===== src/rtl/mdu_iter_pkg.sv =====
// Shared encodings for the iterative multiply/divide unit: op codes,
// FSM states, datapath modes and the divide-by-zero quotient.
package mdu_iter_pkg;

  localparam logic [1:0] OP_MULT  = 2'b00;
  localparam logic [1:0] OP_MULTU = 2'b01;
  localparam logic [1:0] OP_DIV   = 2'b10;
  localparam logic [1:0] OP_DIVU  = 2'b11;

  localparam logic [1:0] S_IDLE = 2'd0;
  localparam logic [1:0] S_RUN  = 2'd1;
  localparam logic [1:0] S_FIN  = 2'd2;

  localparam logic MODE_MUL = 1'b0;
  localparam logic MODE_DIV = 1'b1;

  // All-ones quotient for divide by zero; sliced down to the unit width.
  localparam logic [63:0] DIV0_QUO = '1;

endpackage


===== src/rtl/mdu_datapath.sv =====
// Shared 2*WIDTH accumulator: shift-add multiply or restoring divide,
// one bit per enabled step on unsigned magnitudes.
module mdu_datapath
  import mdu_iter_pkg::*;
#(
  parameter int WIDTH = 32
) (
  input  logic               clk,
  input  logic               reset,
  input  logic               load,
  input  logic               step,
  input  logic               mode,
  input  logic [WIDTH-1:0]   opa,
  input  logic [WIDTH-1:0]   opb,
  output logic [2*WIDTH-1:0] acc
);

  logic [WIDTH-1:0]   opb_q;
  logic [WIDTH:0]     add_sum;
  logic [WIDTH:0]     rem_shift;
  logic               fits;
  logic [WIDTH-1:0]   diff;
  logic [2*WIDTH-1:0] acc_next;

  // Multiply keeps the multiplier in the low half and shifts right; divide
  // keeps the dividend in the low half and shifts quotient bits in from the right.
  always_comb begin
    add_sum   = {1'b0, acc[2*WIDTH-1:WIDTH]} + (acc[0] ? {1'b0, opb_q} : '0);
    rem_shift = acc[2*WIDTH-1:WIDTH-1];
    fits      = rem_shift >= {1'b0, opb_q};
    diff      = rem_shift[WIDTH-1:0] - opb_q;
    if (mode == MODE_DIV) begin
      if (fits) acc_next = {diff, acc[WIDTH-2:0], 1'b1};
      else      acc_next = {rem_shift[WIDTH-1:0], acc[WIDTH-2:0], 1'b0};
    end else begin
      acc_next = {add_sum, acc[WIDTH-1:1]};
    end
  end

  always_ff @(posedge clk) begin
    if (!reset) begin
      acc   <= '0;
      opb_q <= '0;
    end else if (load) begin
      acc   <= {{WIDTH{1'b0}}, opa};
      opb_q <= opb;
    end else if (step) begin
      acc   <= acc_next;
    end
  end

endmodule


===== src/rtl/mdu_iter.sv =====
// Iterative MULT/MULTU/DIV/DIVU unit with architectural HI/LO registers.
// Every op takes a fixed 33 edges from start to the done pulse.
module mdu_iter
  import mdu_iter_pkg::*;
#(
  parameter int WIDTH = 32,
  parameter int CNT_W = 5
) (
  input  logic             clk,
  input  logic             reset,
  input  logic             start,
  input  logic [1:0]       op,
  input  logic [WIDTH-1:0] a,
  input  logic [WIDTH-1:0] b,
  input  logic             hi_we,
  input  logic             lo_we,
  input  logic [WIDTH-1:0] wdata,
  output logic             busy,
  output logic             done,
  output logic [WIDTH-1:0] hi,
  output logic [WIDTH-1:0] lo
);

  localparam logic [CNT_W-1:0] LAST_CNT = CNT_W'(WIDTH - 1);

  logic [1:0]         state;
  logic [CNT_W-1:0]   cnt;
  logic               is_div_q;
  logic               neg_res_q;
  logic               neg_rem_q;
  logic               div0_q;
  logic [WIDTH-1:0]   a_q;

  logic               is_div;
  logic               is_signed;
  logic [WIDTH-1:0]   mag_a;
  logic [WIDTH-1:0]   mag_b;
  logic               load;
  logic [2*WIDTH-1:0] acc;
  logic [2*WIDTH-1:0] prod;
  logic [WIDTH-1:0]   res_hi;
  logic [WIDTH-1:0]   res_lo;

  always_comb begin
    is_div    = (op == OP_DIV) || (op == OP_DIVU);
    is_signed = (op == OP_MULT) || (op == OP_DIV);
    mag_a     = (is_signed && a[WIDTH-1]) ? -a : a;
    mag_b     = (is_signed && b[WIDTH-1]) ? -b : b;
    load      = (state == S_IDLE) && start;
  end

  mdu_datapath #(.WIDTH(WIDTH)) u_datapath (
    .clk   (clk),
    .reset (reset),
    .load  (load),
    .step  (state == S_RUN),
    .mode  (is_div_q ? MODE_DIV : MODE_MUL),
    .opa   (mag_a),
    .opb   (mag_b),
    .acc   (acc)
  );

  // Sign fix-up: remainder follows the dividend, quotient/product the xor of signs.
  always_comb begin
    prod   = neg_res_q ? -acc : acc;
    res_hi = prod[2*WIDTH-1:WIDTH];
    res_lo = prod[WIDTH-1:0];
    if (is_div_q) begin
      if (div0_q) begin
        res_hi = a_q;
        res_lo = DIV0_QUO[WIDTH-1:0];
      end else begin
        res_hi = neg_rem_q ? -acc[2*WIDTH-1:WIDTH] : acc[2*WIDTH-1:WIDTH];
        res_lo = neg_res_q ? -acc[WIDTH-1:0] : acc[WIDTH-1:0];
      end
    end
  end

  always_ff @(posedge clk) begin
    if (!reset) begin
      state     <= S_IDLE;
      cnt       <= '0;
      busy      <= 1'b0;
      done      <= 1'b0;
      hi        <= '0;
      lo        <= '0;
      is_div_q  <= 1'b0;
      neg_res_q <= 1'b0;
      neg_rem_q <= 1'b0;
      div0_q    <= 1'b0;
      a_q       <= '0;
    end else begin
      done <= 1'b0;
      case (state)
        S_IDLE: begin
          if (start) begin
            state     <= S_RUN;
            cnt       <= '0;
            busy      <= 1'b1;
            is_div_q  <= is_div;
            neg_res_q <= is_signed && (a[WIDTH-1] ^ b[WIDTH-1]);
            neg_rem_q <= is_signed && is_div && a[WIDTH-1];
            div0_q    <= is_div && (b == '0);
            a_q       <= a;
          end else begin
            if (hi_we) hi <= wdata;
            if (lo_we) lo <= wdata;
          end
        end
        S_RUN: begin
          cnt <= cnt + 1'b1;
          if (cnt == LAST_CNT) state <= S_FIN;
        end
        S_FIN: begin
          hi    <= res_hi;
          lo    <= res_lo;
          done  <= 1'b1;
          busy  <= 1'b0;
          state <= S_IDLE;
        end
        default: state <= S_IDLE;
      endcase
    end
  end

endmodule


===== config.mk =====
export PLATFORM = sky130hd
export DESIGN_NAME = mdu_iter
export DESIGN_NICKNAME = d
export VERILOG_FILES = /design/src/rtl/mdu_iter_pkg.sv /design/src/rtl/mdu_datapath.sv /design/src/rtl/mdu_iter.sv
export SDC_FILE = /design/constraint.sdc
export NUM_CORES = 1
export LEC_CHECK = 0
export BUFFER_PORTS_ARGS = -buffer_cell sky130_fd_sc_hd__clkbuf_2
export CAP_MARGIN = 20
export CORE_UTILIZATION = 50
export CTS_CLUSTER_DIAMETER = 100
export DETAILED_ROUTE_END_ITERATION = 8
export HOLD_SLACK_MARGIN = 0.1
export PLACE_DENSITY_LB_ADDON = 0.1
export SYNTH_ARGS = -nofsm -noshare
export SYNTH_HDL_FRONTEND = slang
export SYNTH_SLANG_ARGS = --single-unit

===== constraint.sdc =====
create_clock -name clk -period 6.85 [get_ports clk]
set_clock_uncertainty 0.2 [all_clocks]
set_input_delay 0.685 -clock clk [delete_from_list [all_inputs] [get_ports clk]]
set_output_delay 0.685 -clock clk [all_outputs]
set_load 0.05 [all_outputs]

==> flow_metrics.env <==
export IMPL_outcome="finished clean"
export IMPL_cp_start_kind="register"
export IMPL_grt_pass1_wl_microns=94700
export IMPL_highest_layer="met5"
export IMPL_final_nets=2472
export IMPL_rows=65
export IMPL_setup_violations=0
export IMPL_antenna_cells=0
export IMPL_start_util_pct=51.3
export IMPL_cp_max_fo=32
export IMPL_synth_seq_cells=205
export IMPL_syn_num_nets=2428
export IMPL_via_count=17941
export IMPL_area_growth_pct=11.0
export IMPL_post_cts_buffers=0
export IMPL_syn_inst=2253
export IMPL_first_pass_iters=5
export IMPL_total_power_mw=3.99
export IMPL_gp_congestion=1.00
export IMPL_numCtsBuffers=25
export IMPL_max_freq_ghz=0.224
export IMPL_cts_tree="yes"
export IMPL_design_portCount=169
export IMPL_maxCapViolCount=0
export IMPL_synth_area_leaders="dfxtp_1 25%, a21oi_1 7.1%, nand2_1 6.0%"
export IMPL_fillers=3165
export IMPL_slew_headroom_pct=23.9
export IMPL_final_antenna_net_count=0
export IMPL_internal_power_mw=2.52
export IMPL_viasPerCell=6.53
export IMPL_grt_usage_pct=36.5
export IMPL_register_area_sq_um=4110
export IMPL_grt_pass1_vias=15952
export IMPL_critPathKind="reg2reg"
export IMPL_swShare_pct=36.8
export IMPL_final_cell_mix="261 x nand2_1, 232 x a21oi_1, 203 x dfxtp_1"
export IMPL_period_needed_ps=4470
export IMPL_cp_arrival_ps=4680
export IMPL_multi_input_area_sq_um=11400
export IMPL_r2r_slack_ps=2380
export IMPL_wl_met1_microns=27900
export IMPL_power_density_nw_per_um2=220
export IMPL_core_area_sq_um=31900
export IMPL_required_ps=7060
export IMPL_cts_resized=0
export IMPL_synth_edff_count=0
export IMPL_clock_sinks=205
export IMPL_first_iter_violations=2367
export IMPL_wl_per_cell_microns=22.9
export IMPL_power_leakage_nw=7.09
export IMPL_routed_wl_microns=63000
export IMPL_hold_viol_final=0
export IMPL_hold_class="in2reg"
export IMPL_layout_drive_gt1_share_pct=12.0
export IMPL_yosys_most_used_dff="dfxtp_1"
export IMPL_yosysWarnings=0
export IMPL_crit_path_end_kind="register"
export IMPL_p_switching_mw=1.47
export IMPL_max_slew_worst_pin_slew_ps=1140
export IMPL_timing_final_crit_share_pct=65.2
export IMPL_grt_overflow=0
export IMPL_pwr_share_comb_pct=29.5
export IMPL_dp_hpwl_microns=47000
export IMPL_clkPwrFrac_pct=35.7
export IMPL_ir_drop_v=0.000204
export IMPL_cts_root_buf="clkbuf_16"
export IMPL_die_h_microns=183
export IMPL_synthesis_area_sq_um=16300
export IMPL_holdBufCountCts=0
export IMPL_synth_largest_area_cell="dfxtp_1"
export IMPL_ys_seq_area_share_pct=25.1
export IMPL_clock_latency_ps=560
export IMPL_syn_avg_cell_area_sq_um=7.26
export IMPL_fp_dieW_microns=183
export IMPL_drc_errors=0
export IMPL_slew_viol_final=0
export IMPL_final_common_cell="nand2_1"
export IMPL_die_area_sq_um=33400
export IMPL_tns_ps=0
export IMPL_antenna_found_initial=1
export IMPL_pwr_share_seq_pct=34.8
export IMPL_wl_met2_microns=26300
export IMPL_synthArstFlopShare_pct=0
export IMPL_wl_met3_microns=6950
export IMPL_cts_reportedPaths_clkPinSlew_ps=60
export IMPL_rsz0062_at_grt="false"
export IMPL_synth_top_area_share_pct=25.1
export IMPL_synth_cell_types=79
export IMPL_portBuffers=168
export IMPL_cts_max_level=1
export IMPL_grt_max_degree=100
export IMPL_ctsLongestPathBuffers=3
[synthesized netlist by cell type, types with 11 or more instances]
| master | instances |
|---|---|
| ha_1 | 70 |
| or2_2 | 16 |
| o31a_1 | 11 |
| nor4_1 | 21 |
| o221ai_1 | 29 |
| nand4_1 | 27 |
| o31ai_1 | 26 |
| or3_1 | 29 |
| and2_1 | 13 |
| and3_1 | 19 |
| clkbuf_1 | 154 |
| nand2_1 | 261 |
| nor2_1 | 187 |
| o41ai_1 | 16 |
| inv_1 | 61 |
| a31oi_1 | 29 |
| nor2b_1 | 16 |
| dfxtp_1 | 205 |
| mux2i_1 | 46 |
| o21ai_0 | 187 |
| buf_1 | 15 |
| o211ai_1 | 24 |
| a221oi_1 | 20 |
| a21oi_1 | 232 |
| or4_1 | 16 |
| xor2_1 | 66 |
| a21o_1 | 26 |
| nor3_1 | 40 |
| a211oi_1 | 83 |
| xnor2_1 | 95 |
| a311oi_1 | 13 |
| nand3_1 | 51 |
| nand2b_1 | 21 |
[cell type report]
class / count / area share [%]
flip-flops and latches: 205 / 22.6
multi-input cells: 1811 / 62.7
clock inverters: 10 / 0.958
inverters: 62 / 1.30
well taps: 435 / 3.00
repair buffers: 192 / 5.63
clock buffers: 34 / 3.80
[flip-flops by register name, indices dropped and copies added (netlist names), 2 cells and up]
signal	cells
u_datapath.opb_q	32
hi	32
cnt	5
lo	32
state	2
u_datapath.acc	64
a_q	32
[worst max-delay path, stage by stage (launching register included)]
cell and delay [ps]:
dfxtp_1 370, inv_1 790, nor2_1 180, fa_1 510, a211oi_1 300, o21ai_0 280
o21ai_0 600, a31oi_1 220, or2_2 350, a41o_1 260, mux2i_1 150, a31oi_1 100
[routing by layer]
layer,up-vias,global-route usage (%)
met2,999,53.7
met1,8464,53.1
met3,126,8.06
met4,2,10.1
li1,8350,-
met5,-,0
[path summary, 6_finish.rpt]
| path | depth (start not counted) | to | start |
|---|---|---|---|
| max | 11 | u_datapath.acc[61] | u_datapath.acc[0] |
| min | 3 | a_q[15] | a[15] |
| max reg2reg | 11 | u_datapath.acc[61] | u_datapath.acc[0] |
| min reg2reg | 2 | lo[20] | lo[20] |
[cells by family (layout without fill, tap and decap cells)]
group                    count (synthesis)  in the layout  share of synthesized area [%]
AO/OA/AOI/OAI                          773            773                           29.8
XOR/XNOR                               162            162                           8.72
adder cells (fa/ha/maj)                 72             72                           5.60
buffers and inverters                  237            298                           5.54
flip-flops                             205            205                           25.1
multiplexers                            55             55                           3.44
AND/OR/NAND/NOR                        749            749                           21.8
[through the flow]
| stage | worst slack (ps) | cell area (sq um) | std cells | util (%) | hold slack [ps] |
|---|---|---|---|---|---|
| 4_1_cts | 2520 | 18100 | 2748 | 56.9 | 181 |
| 5_1_grt | 2220 | 18100 | 2749 | 56.9 | 201 |
| 6_report | 2380 | 18100 | 2749 | 56.9 | 181 |
| 2_1_floorplan | 3580 | 16300 | 2253 | - | 215 |
| 3_3_place_gp | 2700 | 17300 | 2704 | 54.2 | 227 |
| 3_5_place_dp | 2570 | 17300 | 2704 | 54.2 | 244 |
[power by group through the flow]
| stage | Clock (mW) | Sequential (mW) | Combinational [mW] |
|---|---|---|---|
| after floorplan | 0 | 1.41 | 0.766 |
| after global placement | 0 | 1.40 | 1.13 |
| after detailed placement | 0 | 1.41 | 1.14 |
| after CTS | 1.43 | 1.38 | 1.14 |
| after global routing | 1.48 | 1.40 | 1.27 |
| final | 1.43 | 1.39 | 1.18 |
Power figures use the tool's default switching activity.
